`config.mk`:
```
export PLATFORM = sky130hd
export DESIGN_NAME = if_fetch_unit
export DESIGN_NICKNAME = d
export VERILOG_FILES = /design/src/rtl/if_fetch_unit.sv
export SDC_FILE = /design/constraint.sdc
export NUM_CORES = 1
export LEC_CHECK = 0
export ABC_AREA = 1
export BUFFER_PORTS_ARGS = -buffer_cell sky130_fd_sc_hd__buf_2
export CAP_MARGIN = 40
export CORE_MARGIN = 8
export CORE_UTILIZATION = 48
export CTS_CLUSTER_DIAMETER = 30
export CTS_CLUSTER_SIZE = 30
export DETAILED_ROUTE_END_ITERATION = 7
export PLACE_DENSITY = 0.73
export SYNTH_ARGS = -nofsm -noshare
export SYNTH_HDL_FRONTEND = slang
export SYNTH_SLANG_ARGS = --single-unit
```
`constraint.sdc`:
```
create_clock -name clk -period 2.75 [get_ports clk]
set_input_delay 0.1375 -clock clk [delete_from_list [all_inputs] [get_ports clk]]
set_output_delay 0.1375 -clock clk [all_outputs]
set_load 0.02 [all_outputs]
```
`src/rtl/if_fetch_unit.sv`:
```
// if_fetch_unit: MIPS instruction-fetch stage. Owns the PC, keeps one imem request in flight,
// and feeds {instruction, PC+4, valid} to IF/ID while absorbing stalls and branch/jump redirects.
`default_nettype none

module if_fetch_unit #(
   parameter logic [31:0] RESET_PC  = 32'h0000_0000,
   parameter logic [31:0] NOP_INSTR = 32'h0000_0000
) (
   input  logic        clk,
   input  logic        reset_in,
   input  logic        enable,
   input  logic        branch_taken,
   input  logic [31:0] branch_target,
   input  logic        jump,
   input  logic [25:0] Jump_Offset_in,
   output logic        imem_req,
   output logic [31:0] imem_addr,
   input  logic        imem_rvalid,
   input  logic [31:0] imem_rdata,
   output logic [31:0] Instruction_out,
   output logic [31:0] PC_Counter_out,
   output logic        if_valid,
   output logic        IF_ID_flush
);

   typedef enum logic [1:0] {
      ST_IDLE = 2'd0,
      ST_WAIT = 2'd1,
      ST_HOLD = 2'd2,
      ST_DROP = 2'd3
   } state_t;

   state_t      state;
   logic [31:0] pc;
   logic [31:0] hold_instr;
   logic        redirect;
   logic [31:0] target;
   logic [31:0] pc_next;

   // Branch has priority; the jump region comes from the PC+4 of the jump sitting in ID.
   assign redirect = branch_taken | jump;
   assign target   = branch_taken ? (branch_target & 32'hFFFF_FFFC)
                                  : {PC_Counter_out[31:28], Jump_Offset_in, 2'b00};
   assign pc_next  = pc + 32'd4;

   always_ff @(posedge clk or negedge reset_in) begin
      if (!reset_in) begin
         state           <= ST_IDLE;
         pc              <= RESET_PC;
         hold_instr      <= NOP_INSTR;
         imem_req        <= 1'b0;
         imem_addr       <= RESET_PC;
         Instruction_out <= NOP_INSTR;
         PC_Counter_out  <= 32'h0000_0000;
         if_valid        <= 1'b0;
         IF_ID_flush     <= 1'b0;
      end else begin
         imem_req    <= 1'b0;
         IF_ID_flush <= 1'b0;
         if (redirect) begin
            pc              <= target;
            IF_ID_flush     <= 1'b1;
            if_valid        <= 1'b0;
            Instruction_out <= NOP_INSTR;
            // A request still in flight must drain before the target can be fetched.
            if ((state == ST_WAIT || state == ST_DROP) && !imem_rvalid) begin
               state <= ST_DROP;
            end else begin
               imem_req  <= 1'b1;
               imem_addr <= target;
               state     <= ST_WAIT;
            end
         end else begin
            case (state)
               ST_IDLE: begin
                  imem_req  <= 1'b1;
                  imem_addr <= pc;
                  state     <= ST_WAIT;
               end
               ST_WAIT: begin
                  if (imem_rvalid) begin
                     if (enable) begin
                        Instruction_out <= imem_rdata;
                        PC_Counter_out  <= pc_next;
                        if_valid        <= 1'b1;
                        pc              <= pc_next;
                        imem_req        <= 1'b1;
                        imem_addr       <= pc_next;
                     end else begin
                        hold_instr <= imem_rdata;
                        state      <= ST_HOLD;
                     end
                  end else if (enable) begin
                     if_valid        <= 1'b0;
                     Instruction_out <= NOP_INSTR;
                  end
               end
               ST_HOLD: begin
                  if (enable) begin
                     Instruction_out <= hold_instr;
                     PC_Counter_out  <= pc_next;
                     if_valid        <= 1'b1;
                     pc              <= pc_next;
                     imem_req        <= 1'b1;
                     imem_addr       <= pc_next;
                     state           <= ST_WAIT;
                  end
               end
               ST_DROP: begin
                  if (imem_rvalid) begin
                     imem_req  <= 1'b1;
                     imem_addr <= pc;
                     state     <= ST_WAIT;
                  end
               end
               default: state <= ST_IDLE;
            endcase
         end
      end
   end

endmodule

`default_nettype wire

```
==> results by group <==
Synthesis
  – Sequential cell area fraction in the yosys report: 48.70%
  – Mean cell area of the mapped netlist: 7.998 sq um
  – Area contributors post-synth: dfrtp_1, nor2_1, nand2_1
  – Unique masters post-synth: 30
  – Top-area cell type share of the netlist area: 48.70%
  – Cells after synthesis: 1028
  – Ys Warns: 0
  – EDFF count, synth: 0
  – Synthesized cell area: 8222 sq um
  – #FFs+latches synth: 160
  – Async S/R FF share, synth: 100.0%
  – Synth area leader: dfrtp_1
  – Ys flop type: dfrtp_1

Die
  – Row count: 48
  – Die Width: 146.9 um
  – Die Y: 146.9 um
  – Core ar.: 17000 sq um
  – Num ports: 195
  – Die ar.: 21570 sq um
  – Initial Util: 48.37%

Worst setup path
  – CP dominant cell by count: buf_4
  – Slowest CP cell: buf_4
  – Worst path depth: 8
  – R2r setup slk: 0.63 ns
  – Worst path max stage delay: 0.42 ns
  – Critical path, cell by cell: inv_1 -> ha_1 -> inv_2 -> buf_4 -> nor3_4 -> buf_4 -> nor2_1 -> a31oi_1
  – Worst r2r src: state[1]$_DFFE_PN0P_
  – Startpoint types: flip-flop
  – CP Data Arrival Time: 2.46 ns
  – Reg2Reg Depth: 8
  – Data required, critical path: 3.09 ns
  – Crit path kind: flip-flop to flip-flop
  – RR Endpoint: PC_Counter_out[11]$_DFFE_PN0P_
  – Worst setup EP type: flip-flop
  – WP buf/inv: 4
  – Critical Path Fanout Max: 41
  – Top Family by Delay on Critical Path: buffers and inverters

Clock tree
  – # Post-CTS Setup Buffers: 0
  – CTS Buf Count: 17
  – CTS tree: yes
  – Clock sinks: 160
  – H-tree depth: 4
  – Clock root cell: clkbuf_16
  – Clk Latency, worst-skew pair: 0.43 ns
  – Max Root-Sink Buffers: 2
  – Clock transition at path regs: 0.06 ns

Place
  – Final GP Congestion: 0.8815
  – Post-detail-place hpwl: 16820 um
  – IO Port Bufs: 190
  – Placement Cell Area: 9382 sq um

Pwr
  – Static leakage: 4.987 nW
  – Net Sw Power: 4.165 mW
  – Total power: 10.12 mW
  – Power Internal: 5.958 mW
  – Combinational share of power: 39.7%
  – Pwr per Cell Area: 983.7 nW/um^2
  – Flop pwr share: 37.3%
  – Maximum vdd drop: 0.4972 mV
  – Clock power frac: 23.1%
  – Switch share: 41.14%

Detailed routing
  – Post-route DRC: 0
  – Initial DRC Count: 492
  – Initial DRT Pass Iterations: 5
  – DR WL/cell: 16.68 um
  – DR vias: 7769
  – Via density: 5.292
  – Post-DRT Antenna Nets: 0
  – Final Routed Wirelength: 24480 um

Global routing
  – Gr ovfl total: 0
  – Overall Global Routing Usage: 22.72%
  – Initial antenna violation count: 1
  – First-pass GRT wire length: 39810 um
  – Largest net degree at the start of global routing: 61
  – Vias in the first global route: 7731

STA
  – Max Transition Viols Final: 0
  – Layout Skew: 0.008984 ns
  – Fmax: 472.5 MHz
  – Worst relative slew slack: 54.18%
  – Tcrit/Tclk final: 76.96%
  – Slew @ Worst Pin: 0.6865 ns
  – Setup violators final: 0
  – Minimum clock period after layout: 2.116 ns
  – Final hold violation count: 0
  – Setup TNS Final: 0 ns
  – Worst hold slack: 0.1107 ns
  – RSZ-0062 raised after global routing: no

Cells and area
  – Share of layout cells above drive strength 1: 23.33%
  – Final net count: 1333
  – Fillcell total: 1518
  – P&R area growth vs syn: 25.17%
  – Design area: 10290 sq um
  – Most common cell after layout, fill and taps aside: nor2_1
  – # diodes: 0
  – Commonest cells after routing, fill and taps aside: nor2_1, nand2_1, buf_2

Worst hold path
  – Hold WC Path Type: input port to flip-flop
  – Hold Path Origin: branch_target[3]
  – Hold Path Depth: 3
  – Hold endpoint: imem_addr[3]$_DFFE_PN0P_

Flow run
  – Max cap viols: 0

Outcome
  – Status: finished clean
-- worst min-delay path, stage by stage --
cell     delay [ns]
buf_2          0.08
o21ai_0        0.10
a31oi_1        0.17
-- cell families after synthesis --
family                     Yosys count  synth area share [%]
xor gates and xnor gates             7                0.7457
muxes                               32                 4.383
DFF                                160                 48.70
AOI/OAI and AO/OA                  248                 17.52
buffers and inverters              116                 5.905
other                                1               0.04561
and+or+nand+nor                    459                 21.95
adders and majority gates            5                0.7609
-- state kept, by name, indices dropped and copies added, names as in the netlist --
signal,flops
Instruction_out,32
hold_instr,32
imem_addr,31
PC_Counter_out,30
pc,30
state,2
IF_ID_flush,1
if_valid,1
imem_req,1
-- metrics by stage --
step / std cells / setup slack [ns] / util (%)
final: 1468 / 0.6337 / 60.55
after global routing: 1468 / 0.4207 / 60.55
after CTS: 1468 / 0.6281 / 60.55
after detailed placement: 1404 / 0.6495 / 55.20
after global placement: 1403 / 0.5494 / 55.04
after floorplan: 1029 / 1.014 / -
-- metal layers --
layer  wire length, um  share of wire [%]  track usage [%]
met1             10190                 42            26.95
met2             11820                 48            38.25
met3              1943                7.9            7.136
met4               512                2.1            7.779
met5                13              0.053                0
-- cells in the mapped netlist (2+ instances only) --
master      n
o21ai_2     9
dfrtp_1   160
o21ai_0    70
inv_1      52
o211ai_1    3
a211oi_1    2
clkbuf_1   22
ha_1        5
nor2_1    212
a22oi_1    48
buf_1      10
buf_4       6
nand3_1    32
xor2_1      6
nand2_1   207
a31oi_1    23
inv_2       4
a21oi_1    91
buf_2      22
nor2_2      3
nor3_1      2
mux2_1      3
mux2_2     29
-- layout make-up --
| cell class | count | area [sq um] | share of cell area (%) |
|---|---|---|---|
| well taps | 225 | 281.5 | 2.736 |
| multi-input cells | 753 | 3746 | 36.40 |
| inverters | 56 | 210.2 | 2.043 |
| flip-flops and latches | 160 | 4004 | 38.91 |
| repair buffers | 244 | 1480 | 14.38 |
| clock buffers | 19 | 452.9 | 4.401 |
| clock inverters | 11 | 116.4 | 1.131 |
-- worst max path at each step --
stage | from | endpoint | slack [ns]
floorplan | state[0]$_DFFE_PN0P_ | imem_addr[5]$_DFFE_PN0P_ | 1.01
global placement | state[0]$_DFFE_PN0P_ | imem_addr[5]$_DFFE_PN0P_ | 0.55
detailed placement | state[0]$_DFFE_PN0P_ | PC_Counter_out[11]$_DFFE_PN0P_ | 0.65
CTS | state[1]$_DFFE_PN0P_ | PC_Counter_out[11]$_DFFE_PN0P_ | 0.63
global route | state[0]$_DFFE_PN0P_ | PC_Counter_out[28]$_DFFE_PN0P_ | 0.42
finish | state[1]$_DFFE_PN0P_ | PC_Counter_out[11]$_DFFE_PN0P_ | 0.63
-- power groups by stage --
stage	registers [mW]	clock network, mW	logic, mW
floorplan	4.26	0	2.13
global placement	3.77	0	3.86
detailed placement	3.80	0	3.98
CTS	3.76	2.37	4.04
global route	3.88	2.45	4.44
finish	3.77	2.33	4.02
-- repair_timing --
action	CTS	global route
gates resized for setup	0	0
endpoints found under the hold margin	90	0
hold buffers	34	0
(Power assumes the default switching activity.)
